--- config.mk ---
export PLATFORM = sky130hd
export DESIGN_NAME = pc_control
export DESIGN_NICKNAME = d
export VERILOG_FILES = /design/src/rtl/cpu_defs.sv /design/src/rtl/pc_control.sv
export SDC_FILE = /design/constraint.sdc
export NUM_CORES = 1
export LEC_CHECK = 0
export ABC_AREA = 1
export CORE_MARGIN = 1
export CORE_UTILIZATION = 45
export CTS_CLUSTER_DIAMETER = 60
export DETAILED_ROUTE_END_ITERATION = 8
export PLACE_DENSITY = 0.76
export SLEW_MARGIN = 15
export SYNTH_ARGS = -nofsm -noshare
export SYNTH_HDL_FRONTEND = slang
export SYNTH_SLANG_ARGS = --single-unit
--- constraint.sdc ---
create_clock -name clk -period 1.8 [get_ports clk]
set_input_delay 0.54 -clock clk [delete_from_list [all_inputs] [get_ports clk]]
set_output_delay 0.54 -clock clk [all_outputs]
set_load 0.02 [all_outputs]
--- src/rtl/cpu_defs.sv ---
`default_nettype none
// ============================================================================
// Module      : cpu_defs (package)
// Description : Shared definitions for the next-PC stage. Holds the OP_TF
//               transfer encodings, the pc_control state encoding, the default
//               address width, and a helper that classifies OP_TF codes.
// Revision    : 1.0  initial release
// ============================================================================
package cpu_defs;

    localparam int AW_DEFAULT = 16;

    // OP_TF encodings of the instruction currently in decode
    localparam logic [2:0] OP_JF   = 3'b000;
    localparam logic [2:0] OP_JT   = 3'b001;
    localparam logic [2:0] OP_J    = 3'b010;
    localparam logic [2:0] OP_JAL  = 3'b011;
    localparam logic [2:0] OP_JR   = 3'b100;
    localparam logic [2:0] OP_NONE = 3'b111;

    typedef enum logic [1:0] {
        ST_BOOT   = 2'b00,
        ST_RUN    = 2'b01,
        ST_SQUASH = 2'b10
    } pc_state_e;

    // Only the five defined transfer codes can redirect the PC; the unused
    // codes 101/110 behave exactly like OP_NONE.
    function automatic logic is_transfer(input logic [2:0] op);
        return (op == OP_JF) || (op == OP_JT) || (op == OP_J) ||
               (op == OP_JAL) || (op == OP_JR);
    endfunction

endpackage : cpu_defs
`default_nettype wire

--- src/rtl/pc_control.sv ---
`default_nettype none
// ============================================================================
// Module      : pc_control
// Description : Next-PC stage. Takes the active-low jump decision from the
//               flag tester together with OP_TF, redirects the fetch PC,
//               squashes wrong-path slots after a taken transfer and produces
//               the jal link-register write.
// Ports       : clk, reset      - clock (rising edge), async active-high reset
//               stall           - freezes all state, masks flush/link_we
//               jump_n          - 0 = take transfer
//               op_tf           - transfer type of the decode instruction
//               dec_valid       - decode slot holds a real instruction
//               imm_target      - absolute target for jf/jt/j/jal
//               reg_target      - register target for jr
//               pc, fetch_en    - instruction memory address / read enable
//               flush           - squash instruction in fetch/decode
//               link_we         - one-cycle link register write strobe
//               link_addr       - return address (PC of jal + 1)
// Revision    : 1.0  initial release
// ============================================================================
module pc_control
    import cpu_defs::*;
#(
    parameter int            AW           = AW_DEFAULT,
    parameter logic [AW-1:0] RESET_VECTOR = '0,
    parameter int            FLUSH_CYCLES = 1      // legal range 1..3
)(
    input  logic          clk,
    input  logic          reset,
    input  logic          stall,
    input  logic          jump_n,
    input  logic [2:0]    op_tf,
    input  logic          dec_valid,
    input  logic [AW-1:0] imm_target,
    input  logic [AW-1:0] reg_target,
    output logic [AW-1:0] pc,
    output logic          fetch_en,
    output logic          flush,
    output logic          link_we,
    output logic [AW-1:0] link_addr
);

    localparam logic [1:0] c_flush_init = 2'(FLUSH_CYCLES - 1);

    pc_state_e     r_state;
    pc_state_e     w_state_nxt;
    logic [AW-1:0] r_pc;
    logic [AW-1:0] w_pc_nxt;
    logic [AW-1:0] r_dec_pc;
    logic [AW-1:0] w_dec_pc_nxt;
    logic [1:0]    r_flush_cnt;
    logic [1:0]    w_flush_cnt_nxt;
    logic          r_link_we;
    logic          w_link_we_nxt;
    logic [AW-1:0] r_link_addr;
    logic [AW-1:0] w_link_addr_nxt;
    logic          w_take;
    logic          w_flush;
    logic [AW-1:0] w_pc_inc;

    // Carry out of the incrementer is discarded: 0xFFFF wraps to 0x0000.
    assign w_pc_inc = r_pc + AW'(1);

    // ------------------------------------------------------------------------
    // State register. dec_pc starts one behind the reset vector so that the
    // "decode PC = fetch PC - 1" relation already holds in the first RUN cycle.
    // ------------------------------------------------------------------------
    always_ff @(posedge clk or posedge reset) begin
        if (reset) begin
            r_state     <= ST_BOOT;
            r_pc        <= RESET_VECTOR;
            r_dec_pc    <= RESET_VECTOR - AW'(1);
            r_flush_cnt <= 2'd0;
            r_link_we   <= 1'b0;
            r_link_addr <= '0;
        end else begin
            r_state     <= w_state_nxt;
            r_pc        <= w_pc_nxt;
            r_dec_pc    <= w_dec_pc_nxt;
            r_flush_cnt <= w_flush_cnt_nxt;
            r_link_we   <= w_link_we_nxt;
            r_link_addr <= w_link_addr_nxt;
        end
    end

    // ------------------------------------------------------------------------
    // Next-state / output logic. With stall high every register keeps its value
    // and no decision is taken, so the same decode inputs are re-evaluated once
    // stall drops.
    // ------------------------------------------------------------------------
    always_comb begin
        w_state_nxt     = r_state;
        w_pc_nxt        = r_pc;
        w_dec_pc_nxt    = r_dec_pc;
        w_flush_cnt_nxt = r_flush_cnt;
        w_link_we_nxt   = r_link_we;
        w_link_addr_nxt = r_link_addr;
        w_take          = 1'b0;
        w_flush         = 1'b0;

        if (!stall) begin
            w_link_we_nxt = 1'b0;
            case (r_state)
                ST_BOOT: begin
                    // PC stays at the reset vector; first fetch happens in RUN.
                    w_state_nxt = ST_RUN;
                end

                ST_RUN: begin
                    w_take       = dec_valid & ~jump_n & is_transfer(op_tf);
                    w_dec_pc_nxt = r_pc;
                    if (w_take) begin
                        w_flush         = 1'b1;
                        w_pc_nxt        = (op_tf == OP_JR) ? reg_target : imm_target;
                        w_flush_cnt_nxt = c_flush_init;
                        w_state_nxt     = ST_SQUASH;
                        if (op_tf == OP_JAL) begin
                            w_link_we_nxt   = 1'b1;
                            w_link_addr_nxt = r_dec_pc + AW'(1);
                        end
                    end else begin
                        w_pc_nxt = w_pc_inc;
                    end
                end

                ST_SQUASH: begin
                    // Decode holds a wrong-path slot: its decision is ignored.
                    w_flush      = 1'b1;
                    w_dec_pc_nxt = r_pc;
                    w_pc_nxt     = w_pc_inc;
                    if (r_flush_cnt == 2'd0) begin
                        w_state_nxt = ST_RUN;
                    end else begin
                        w_flush_cnt_nxt = r_flush_cnt - 2'd1;
                    end
                end

                default: begin
                    w_state_nxt = ST_BOOT;
                end
            endcase
        end
    end

    assign pc        = r_pc;
    assign fetch_en  = (r_state != ST_BOOT);
    assign flush     = w_flush;
    // The strobe register holds through a stall, so the write is delayed,
    // never lost.
    assign link_we   = r_link_we & ~stall;
    assign link_addr = r_link_addr;

endmodule : pc_control
`default_nettype wire

==> results_dict.tcl <==
set metrics [dict create \
    hpwl_um 5984 \
    clk_transition_reported_paths_ns 0.09 \
    number_of_synthesized_flops_with_an_enable_pin 0 \
    die-area_um2 7590 \
    max_cap_violations 0 \
    critical_path.max_fanout 3 \
    finalMaxSlewViolations 0 \
    cts-root-buf "sky130_fd_sc_hd__clkbuf_8" \
    syn-instance-count 457 \
    timing.critical_path.required_ns 1.26 \
    num_antenna_cells 0 \
    vdd_drop_max_uv 517.0 \
    remaining_drc_errors 0 \
    number_of_different_library_cells_in_the_post_synthesis_netlist 30 \
    detail_route.vias_per_cell 4.979 \
    holdBufCountCts 0 \
    multiInputGateArea_um2 1745 \
    total_leakage_power_nw 2.336 \
    worst-endpoint-arrival_ns 1.33 \
    worstHoldPathType "flop to flop" \
    yosys_most_used_dff "sky130_fd_sc_hd__dfrtp_1" \
    clock_tree_from_tritoncts "built" \
    timing.fmax_mhz 534.7 \
    failed_checks "setup timing" \
    clk_path_buf_depth 2 \
    die_h_um 87.12 \
    num_io_pins 75 \
    register_area_um2 1346 \
    yosysWarnings 0 \
    yosysSeqAreaShare 0.4129 \
    first_pass_grt_wire_length_um 13560 \
    layout-area-overhead-vs-synth_pct 39.37 \
    holdWs_ns 0.4785 \
    syn_area_um2 3261 \
    num-nets-final 611 \
    gp_congestion 0.8660 \
    synth_xor_area_frac 0.02417 \
    synth_compound_gate_area_share 0.08979 \
    final.min_clock_period_ns 1.870 \
    n_fill_cell 609 \
    postLayoutCoreUtil 0.6580 \
    hold_viol_final 0 \
    antenna_found_initial 0 \
    synth_adder_area_share 0.02302 \
    timing.slew.headroom 0.7191 \
    rsz_0062_raised_after_global_routing "yes" \
    drt_pass_1_iters 7 \
    synthArstFlopShare 1.000 \
    placed_area_um2 4283 \
    chipWidth_um 87.12 \
    worst_path_class_setup "flop to primary output" \
    grt_overflow 0 \
    latest_clock_arrival_within_the_worst_skew_pair_ns 0.30 \
    synth_mux_area_frac 0 \
    buffer_ports.inserted 74 \
    total_core_area_um2 6907 \
    tightest_slew_ns 0.4181 \
    grt_start_max_net_pins 50 \
    vias 3296 \
    finalWorstSetupSlack_ns -0.07018 \
    synthesis.nets 503 \
    status "complete, but fails checks" \
    dominant_combinational_cell_family_by_area_after_synthesis "simple AND/OR/NAND/NOR gates" \
    finalInstanceArea_um2 4544 \
    numCtsBuffers 5 \
    critical_path_startpoint_category "flop" \
    vias_in_the_first_global_route 3052 \
    clock_skew_ns 0.006163 \
    detail_route.wirelength_um 8239 \
    drtIter0Drc 149 \
    num_rows 30 \
    start_util 0.4721 \
    cts_htree_levels 2 \
    post-route-period-util 1.039 \
    postRouteAntennaNets 0 \
    synth_seq_cells 53 \
    grtUsageTotal 0.2269 \
    power_density_nw_per_um2 1206 \
    nature_of_the_critical_path_endpoint "primary output" \
    fraction_of_layout_cells_with_a_size_suffix_above_1 0.1890 \
    drt-wirelength-per-cell_um 12.45 \
    cts.sinks 53 \
    yosys.area_share.simple 0.3711 \
    syn_area_per_cell_um2 7.135 \
    total_of_endpoints_with_negative_setup_slack_in_the_final_report 3 \
]
==> layout by cell type, fill, tap and decap left out, types with 6 or more instances in the layout <==
| cell | instances |
|---|---|
| sky130_fd_sc_hd__o21ai_1 | 7 |
| sky130_fd_sc_hd__nand2_1 | 146 |
| sky130_fd_sc_hd__inv_1 | 38 |
| sky130_fd_sc_hd__dlygate4sd2_1 | 27 |
| sky130_fd_sc_hd__a21oi_1 | 9 |
| sky130_fd_sc_hd__nand3_1 | 59 |
| sky130_fd_sc_hd__o21ai_2 | 7 |
| sky130_fd_sc_hd__dfrtp_1 | 37 |
| sky130_fd_sc_hd__clkdlybuf4s50_1 | 33 |
| sky130_fd_sc_hd__nor2_1 | 41 |
| sky130_fd_sc_hd__xor2_1 | 6 |
| sky130_fd_sc_hd__o21ai_0 | 28 |
| sky130_fd_sc_hd__dfstp_2 | 16 |
| sky130_fd_sc_hd__inv_2 | 7 |
| sky130_fd_sc_hd__dlymetal6s2s_1 | 6 |
| sky130_fd_sc_hd__nand4_1 | 8 |
| sky130_fd_sc_hd__buf_4 | 35 |
==> final cells by class <==
cell class              instances  area share
clock buffers                   8     0.01762
multi-input cells             344      0.3841
flip-flops and latches         53      0.2963
repair buffers                115      0.2371
inverters                      46     0.03855
well taps                      96     0.02643
==> synth_stat cells (all sizes together) (3+ instances only) <==
master | number | share of area
a21oi | 10 | 0.015
buf | 10 | 0.021
clkbuf | 4 | 0.0046
dfrtp | 37 | 0.28
dfstp | 16 | 0.13
ha | 6 | 0.023
inv | 46 | 0.054
nand2 | 153 | 0.18
nand3 | 61 | 0.094
nand4 | 8 | 0.015
nor2 | 48 | 0.066
nor3 | 5 | 0.013
o21ai | 42 | 0.073
xnor2 | 3 | 0.0081
xor2 | 6 | 0.016
==> what timing repair did <==
item	CTS	global route
pin swaps	5	8
setup buffers	10	3
gates resized for setup	59	26
setup endpoints to repair	43	27
gates cloned	2	0
==> final timing paths <==
path | slack [ns] | end | cells past startpoint | start
min reg2reg | 0.48 | link_addr[6] | 2 | link_addr[6]
max in group asynchronous | 0.84 | link_addr[13] | 3 | reset
max | -0.07 | flush | 5 | r_state[1]
min | 0.48 | link_addr[6] | 2 | link_addr[6]
min in group asynchronous | 0.49 | link_addr[0] | 2 | reset
max reg2reg | 0.04 | pc[8] | 8 | r_state[1]
==> layer usage <==
layer	track usage	up-vias	routed length [um]
met5	0	-	0
met4	0.06259	0	137
met3	0.03981	12	416
met2	0.4066	105	4155
met1	0.2807	1488	3530
li1	-	1691	-
==> power by group <==
| group | internal (mW) | switching [mW] | leakage, nW |
|---|---|---|---|
| sequential | 1.69 | 0.368 | 0.655 |
| combinational | 1.11 | 1.67 | 1.64 |
| clock | 0.277 | 0.361 | 0.0395 |
| total | 3.08 | 2.40 | 2.34 |
==> registers in the layout, summed over array words and instances, names as in the netlist <==
register	cells
pc	16
r_flush_cnt	2
link_addr	16
r_dec_pc	16
r_state	2
r_link_we	1
==> critical path: stages (launching register included) <==
cell and delay (ns):
sky130_fd_sc_hd__dfrtp_1 0.39, sky130_fd_sc_hd__inv_2 0.09, sky130_fd_sc_hd__ha_4 0.28, sky130_fd_sc_hd__nand2_4 0.05, sky130_fd_sc_hd__a21oi_4 0.11, sky130_fd_sc_hd__buf_6 0.12
==> metrics by stage <==
| step | cells | worst slack (ns) | setup TNS (ns) | power [mW] |
|---|---|---|---|---|
| final | 662 | -0.07018 | -0.09191 | 5.480 |
| after CTS | 659 | -0.1202 | -0.1927 | 5.343 |
| after detailed placement | 639 | -0.8493 | -11.77 | 4.763 |
| after global routing | 662 | -0.1089 | -0.7919 | 5.891 |
| after global placement | 639 | -0.8284 | -9.708 | 4.661 |
| after floorplan | 457 | 0.0002511 | 0 | 3.650 |
==> cells by family (layout without fill, tap and decap cells) <==
kind of cell / count (synthesis) / after routing
compound gates: 53 / 53
xor+xnor: 9 / 9
fa+ha+maj: 6 / 6
buf+inv: 60 / 169
flops: 53 / 53
simple gates: 276 / 276
(Power assumes the default switching activity.)
